### src/rtl/range_frame_sequencer_if.sv
// Byte-stream input, frame request and range-finder output bundle for range_frame_sequencer.
// The master drives the stream and requests; the slave (the sequencer) drives ready, frame outputs and status.
interface range_frame_sequencer_if #(
    parameter int WIDTH = 8,
    parameter int LEN_W = 5
);
    logic [WIDTH-1:0] in_data;
    logic             in_valid;
    logic             in_ready;
    logic             start;
    logic [LEN_W-1:0] frame_len;
    logic [WIDTH-1:0] data_out;
    logic             go;
    logic             finish;
    logic             busy;
    logic             err;

    modport master (
        output in_data, in_valid, start, frame_len,
        input  in_ready, data_out, go, finish, busy, err
    );

    modport slave (
        input  in_data, in_valid, start, frame_len,
        output in_ready, data_out, go, finish, busy, err
    );
endinterface

### src/rtl/range_frame_sequencer.sv
// Buffers a byte stream and plays out N-byte frames marked by go/finish; RANGE_FRAME_GAP_EN adds a 2-cycle gap after finish.
// Latency: go/data_out 2 cycles after the fill threshold is met; finish registered 1 cycle after the last sample.
// Backpressure: in_ready drops only when the FIFO is full; a frame never stalls once started.
module range_frame_sequencer #(
    parameter int WIDTH = 8,
    parameter int DEPTH = 16,
    parameter int LEN_W = 5
) (
    input  logic clk,
    input  logic rst_n,
    range_frame_sequencer_if.slave bus
);
    localparam int AW = $clog2(DEPTH);
    localparam int CW = AW + 1;

    typedef enum logic [2:0] {
        S_IDLE,
        S_FILL,
        S_GO,
        S_STREAM,
        S_FIN,
        S_GAP
    } state_t;

    state_t           state, state_nxt;
    logic [WIDTH-1:0] mem [DEPTH];
    logic [AW-1:0]    wr_ptr, rd_ptr;
    logic [CW-1:0]    count;
    logic             push, pop;
    logic [LEN_W-1:0] n_len, n_nxt;
    logic [LEN_W-1:0] rem, rem_nxt;
    logic             err_q, err_nxt;
    logic             go_q, go_nxt;
    logic             fin_q, fin_nxt;
    logic [WIDTH-1:0] data_q;
`ifdef RANGE_FRAME_GAP_EN
    logic             gap_cnt, gap_nxt;
`endif

    assign bus.in_ready = (count < CW'(DEPTH));
    assign push         = bus.in_valid && bus.in_ready;
    assign bus.data_out = data_q;
    assign bus.go       = go_q;
    assign bus.finish   = fin_q;
    assign bus.busy     = (state != S_IDLE);
    assign bus.err      = err_q;

    // Storage carries no reset: emptying the pointers/count discards contents.
    always_ff @(posedge clk) begin
        if (push) begin
            mem[wr_ptr] <= bus.in_data;
        end
    end

    always_ff @(posedge clk) begin
        if (!rst_n) begin
            wr_ptr <= '0;
            rd_ptr <= '0;
            count  <= '0;
        end else begin
            if (push) begin
                wr_ptr <= wr_ptr + 1'b1;
            end
            if (pop) begin
                rd_ptr <= rd_ptr + 1'b1;
            end
            case ({push, pop})
                2'b10:   count <= count + 1'b1;
                2'b01:   count <= count - 1'b1;
                default: count <= count;
            endcase
        end
    end

    always_ff @(posedge clk) begin
        if (!rst_n) begin
            state  <= S_IDLE;
            n_len  <= '0;
            rem    <= '0;
            err_q  <= 1'b0;
            go_q   <= 1'b0;
            fin_q  <= 1'b0;
            data_q <= '0;
`ifdef RANGE_FRAME_GAP_EN
            gap_cnt <= 1'b0;
`endif
        end else begin
            state <= state_nxt;
            n_len <= n_nxt;
            rem   <= rem_nxt;
            err_q <= err_nxt;
            go_q  <= go_nxt;
            fin_q <= fin_nxt;
            if (pop) begin
                data_q <= mem[rd_ptr];
            end
`ifdef RANGE_FRAME_GAP_EN
            gap_cnt <= gap_nxt;
`endif
        end
    end

    always_comb begin
        state_nxt = state;
        n_nxt     = n_len;
        rem_nxt   = rem;
        err_nxt   = err_q;
        go_nxt    = 1'b0;
        fin_nxt   = 1'b0;
        pop       = 1'b0;
`ifdef RANGE_FRAME_GAP_EN
        gap_nxt   = gap_cnt;
`endif
        case (state)
            S_IDLE: begin
                if (bus.start) begin
                    if (bus.frame_len == '0 || bus.frame_len > LEN_W'(DEPTH)) begin
                        err_nxt = 1'b1;
                    end else begin
                        n_nxt     = bus.frame_len;
                        state_nxt = S_FILL;
                    end
                end
            end
            S_FILL: begin
                // Whole frame must be resident so streaming never stalls.
                if (LEN_W'(count) >= n_len) begin
                    state_nxt = S_GO;
                end
            end
            S_GO: begin
                pop       = 1'b1;
                go_nxt    = 1'b1;
                rem_nxt   = n_len - 1'b1;
                state_nxt = (n_len == LEN_W'(1)) ? S_FIN : S_STREAM;
            end
            S_STREAM: begin
                pop     = 1'b1;
                rem_nxt = rem - 1'b1;
                if (rem == LEN_W'(1)) begin
                    state_nxt = S_FIN;
                end
            end
            S_FIN: begin
                fin_nxt = 1'b1;
`ifdef RANGE_FRAME_GAP_EN
                gap_nxt   = 1'b0;
                state_nxt = S_GAP;
`else
                state_nxt = S_IDLE;
`endif
            end
`ifdef RANGE_FRAME_GAP_EN
            S_GAP: begin
                gap_nxt = 1'b1;
                if (gap_cnt) begin
                    state_nxt = S_IDLE;
                end
            end
`endif
            default: state_nxt = S_IDLE;
        endcase
    end
endmodule

### src/flat_wrapper.sv
// flat-port wrapper written by rule: the top's interface ports become plain ports
module range_frame_sequencer_flat 
#(
    parameter int WIDTH = 8,
    parameter int DEPTH = 16,
    parameter int LEN_W = 5
)
  (clk, rst_n, bus_in_data, bus_in_valid, bus_start, bus_frame_len, bus_in_ready, bus_data_out, bus_go, bus_finish, bus_busy, bus_err);
  range_frame_sequencer_if #(.WIDTH(WIDTH), .LEN_W(LEN_W)) bus_i ();
  input  logic clk;
  input  logic rst_n;
  input wire logic [$bits(bus_i.in_data)-1:0] bus_in_data;
  input wire logic [$bits(bus_i.in_valid)-1:0] bus_in_valid;
  input wire logic [$bits(bus_i.start)-1:0] bus_start;
  input wire logic [$bits(bus_i.frame_len)-1:0] bus_frame_len;
  output wire logic [$bits(bus_i.in_ready)-1:0] bus_in_ready;
  output wire logic [$bits(bus_i.data_out)-1:0] bus_data_out;
  output wire logic [$bits(bus_i.go)-1:0] bus_go;
  output wire logic [$bits(bus_i.finish)-1:0] bus_finish;
  output wire logic [$bits(bus_i.busy)-1:0] bus_busy;
  output wire logic [$bits(bus_i.err)-1:0] bus_err;
  assign bus_i.in_data = bus_in_data;
  assign bus_i.in_valid = bus_in_valid;
  assign bus_i.start = bus_start;
  assign bus_i.frame_len = bus_frame_len;
  assign bus_in_ready = bus_i.in_ready;
  assign bus_data_out = bus_i.data_out;
  assign bus_go = bus_i.go;
  assign bus_finish = bus_i.finish;
  assign bus_busy = bus_i.busy;
  assign bus_err = bus_i.err;
  range_frame_sequencer #(.WIDTH(WIDTH), .DEPTH(DEPTH), .LEN_W(LEN_W)) u_core (.clk(clk), .rst_n(rst_n), .bus(bus_i));
endmodule
### config.mk
export PLATFORM = sky130hd
export DESIGN_NAME = range_frame_sequencer_flat
export DESIGN_NICKNAME = d
export VERILOG_FILES = /design/src/rtl/range_frame_sequencer_if.sv /design/src/rtl/range_frame_sequencer.sv /design/src/flat_wrapper.sv
export SDC_FILE = /design/constraint.sdc
export NUM_CORES = 1
export LEC_CHECK = 0
export CORE_MARGIN = 2
export CORE_UTILIZATION = 25
export CTS_CLUSTER_DIAMETER = 80
export CTS_CLUSTER_SIZE = 12
export DETAILED_ROUTE_END_ITERATION = 10
export MAX_ROUTING_LAYER = met4
export SYNTH_ARGS = -nofsm -noshare
export SYNTH_HDL_FRONTEND = slang
export SYNTH_SLANG_ARGS = --single-unit
### constraint.sdc
create_clock -name clk -period 2.8 [get_ports clk]
set_input_delay 0.42 -clock clk [delete_from_list [all_inputs] [get_ports clk]]
set_output_delay 0.42 -clock clk [all_outputs]
set_load 0.1 [all_outputs]
==> flow_summary.ini <==
[global_routing]
grt_pass1_vias = 3998
met2_usage = 0.184
overflow = 0
grt_busiest_layer = met2
grtUsageMet1 = 0.114
grt_use_met3 = 0.0179
grt.total_usage = 0.103
antenna_found_initial = 0
grt_max_degree = 37
grt_pass1_wl_mm = 21.9

[sta]
finalSetupTns_ns = 0
period_needed_ns = 2.18
setup_viol = 0
fmax_ghz = 0.459
worst_pin_slew_ns = 0.586
min_period_over_period = 0.778
rsz0062_at_grt = false
clock-skew-final_ns = 0.0104
drv_slew = 0
slew-limit-headroom = 0.608
hold_violations = 0
holdWs_ns = 0.465

[clock_network]
clock-sinks = 165
htreeDepth = 4
hold_buffers = 0
clkTransAtPathRegs_ns = 0.06
postCtsSetupBuffers = 0
cts_resized = 0
clock_path_buffers = 2
cts_buffers = 17
clock_latency_ns = 0.42
cts-root-buf = clkbuf_16
tritoncts = done

[route]
vias_per_cell = 4.28
drt_wl_total_mm = 13.8
drt-pass1-iter-count = 5
drc = 0
drt.antenna.violating_nets = 0
vias = 3834
wire_per_inst_um = 15.4
drt_iter0_markers = 284

[yosys]
synth_top_cell_area_share = 0.549
yosysTopAreaCell = edfxtp_1
synth_nets = 490
ys_warn_count = 0
syn-mean-instance-area_um2 = 15.4
ys.flop_type = edfxtp_1
synth-edff-count = 128
seq_area_frac_synth = 0.655
synthDistinctLibCells = 48
postSynth.asyncResetShare = 0
synthCells = 455
synth_area_mm2 = 0.00700
netlist_top_cells_area = edfxtp_1 (55%), dfxtp_1 (11%), mux4_2 (9.6%)
ys_seq_elements = 165

[hold_path]
hold_end = u_core.bus.err$_SDFFE_PN0P_
min_from = u_core.bus.err$_SDFFE_PN0P_
holdPathStages = 1
hold_path.class = reg2reg

[floorplan]
die_area_mm2 = 0.0294
ios = 30
core_area_mm2 = 0.0277
die_w_um = 171
initial_core_util = 0.253
die_h_um = 171
num_rows = 61

[place]
port_buffers = 29
dp_hpwl_mm = 9.48
place.gp.congestion = 0.787

[worst_setup_path]
r2r_setup_slack_ns = 0.65
cp_data_arrival_time_ns = 2.51
crit_path_max_fanout = 7
crit_type = in2reg
r2r_end = u_core.count[2]$_SDFFE_PN0P_
r2r_cells = 9
critical_path_required_ns = 3.14
setup.worst_path.end_class = register
r2r-start = u_core.state[2]$_SDFFE_PN0P_
startpoint_type = input port

[layout]
drive_gt1_frac = 0.208
nFillCells = 2684
final_common_cell = edfxtp_1
syn2layout_area_growth_pct = 19.2
final_cell_mix = edfxtp_1 (128), buf_4 (41), dfxtp_1 (36)
nets = 540
multi_input_area_mm2 = 0.00216
register_area_mm2 = 0.00459
diodes = 0

[power]
irDropWorstVdd_mv = 0.337
powerDensity_mw_per_mm2 = 766
p_leak_nw = 2.77

[status]
status = complete, no violations

[job]
cap_violations = 0
[cell usage after synthesis (10+ instances only)]
| library cell | instances |
|---|---|
| edfxtp_1 | 128 |
| xnor2_1 | 11 |
| nor2_1 | 19 |
| dfxtp_1 | 37 |
| nor2b_1 | 11 |
| clkbuf_1 | 13 |
| a21oi_1 | 17 |
| mux4_2 | 30 |
| o21ai_0 | 10 |
| inv_1 | 21 |
| nand2_1 | 29 |
| ha_1 | 18 |
| mux2i_1 | 16 |
| nor3_1 | 10 |
[worst max-delay path by stage]
| stage | startpoint | end | slack (ns) | cells past startpoint |
|---|---|---|---|---|
| after floorplan | bus_in_valid | u_core.count[2]$_SDFFE_PN0P_ | 0.50 | 11 |
| after global placement | bus_in_valid | u_core.count[2]$_SDFFE_PN0P_ | 0.31 | 10 |
| after detailed placement | bus_in_valid | u_core.count[2]$_SDFFE_PN0P_ | 0.20 | 10 |
| after CTS | bus_in_valid | u_core.count[2]$_SDFFE_PN0P_ | 0.64 | 10 |
| after global routing | bus_in_valid | u_core.count[2]$_SDFFE_PN0P_ | 0.44 | 10 |
| final | bus_in_valid | u_core.count[2]$_SDFFE_PN0P_ | 0.62 | 10 |
[layer usage]
layer | wire length [µm] | part of all wire
met1 | 5650 | 0.41
met2 | 7660 | 0.55
met3 | 360 | 0.026
met4 | 139 | 0.010
met5 | 0 | 0
[sequential cells by signal (all words and copies together) (netlist names)]
signal               flops
u_core.bus.data_out      8
u_core.bus.err           1
u_core.bus.finish        1
u_core.bus.go            1
u_core.count             5
u_core.mem             128
u_core.n_len             5
u_core.rd_ptr            4
u_core.rem               5
u_core.state             3
u_core.wr_ptr            4
[worst max-delay path, cell delays in order]
cell	delay, ns
clkdlybuf4s50_1	0.44
nor2b_1	0.15
inv_1	0.07
ha_1	0.27
xor2_1	0.17
ha_1	0.22
a21oi_1	0.17
xor2_1	0.10
or3_1	0.32
a21boi_0	0.18
[where the power goes]
part | switching, W | internal [W]
Sequential | 0.000147 | 0.00279
Combinational | 0.000773 | 0.000457
Clock | 0.00104 | 0.00119
[cells by family after synthesis]
kind of cell	count (synthesis)	synth area share
xor gates and xnor gates	13	0.0163
DFF	165	0.655
buffers and inverters	47	0.0373
muxes	50	0.130
AOI/OAI and AO/OA	57	0.0484
adders and majority gates	18	0.0322
and+or+nand+nor	105	0.0811
[final cells by class]
type	instances	share of cell area
Clock inverter	15	0.0189
Tap cell	378	0.0567
Inverter	21	0.00945
Clock buffer	17	0.0510
Sequential cell	165	0.549
Timing Repair Buffer	57	0.0561
Multi-Input combinational cell	243	0.258
[metrics by stage]
stage               cells  worst slack (ns)   util  instance area, µm²  total power [W]
finish                896             0.622  0.301                8350          0.00639
global route          896             0.444  0.301                8350          0.00669
CTS                   896             0.644  0.301                8350          0.00646
detailed placement    864             0.201  0.280                7760          0.00423
global placement      864             0.305  0.280                7760          0.00418
floorplan             455             0.496      -                7000          0.00391
(Power assumes the default switching activity.)
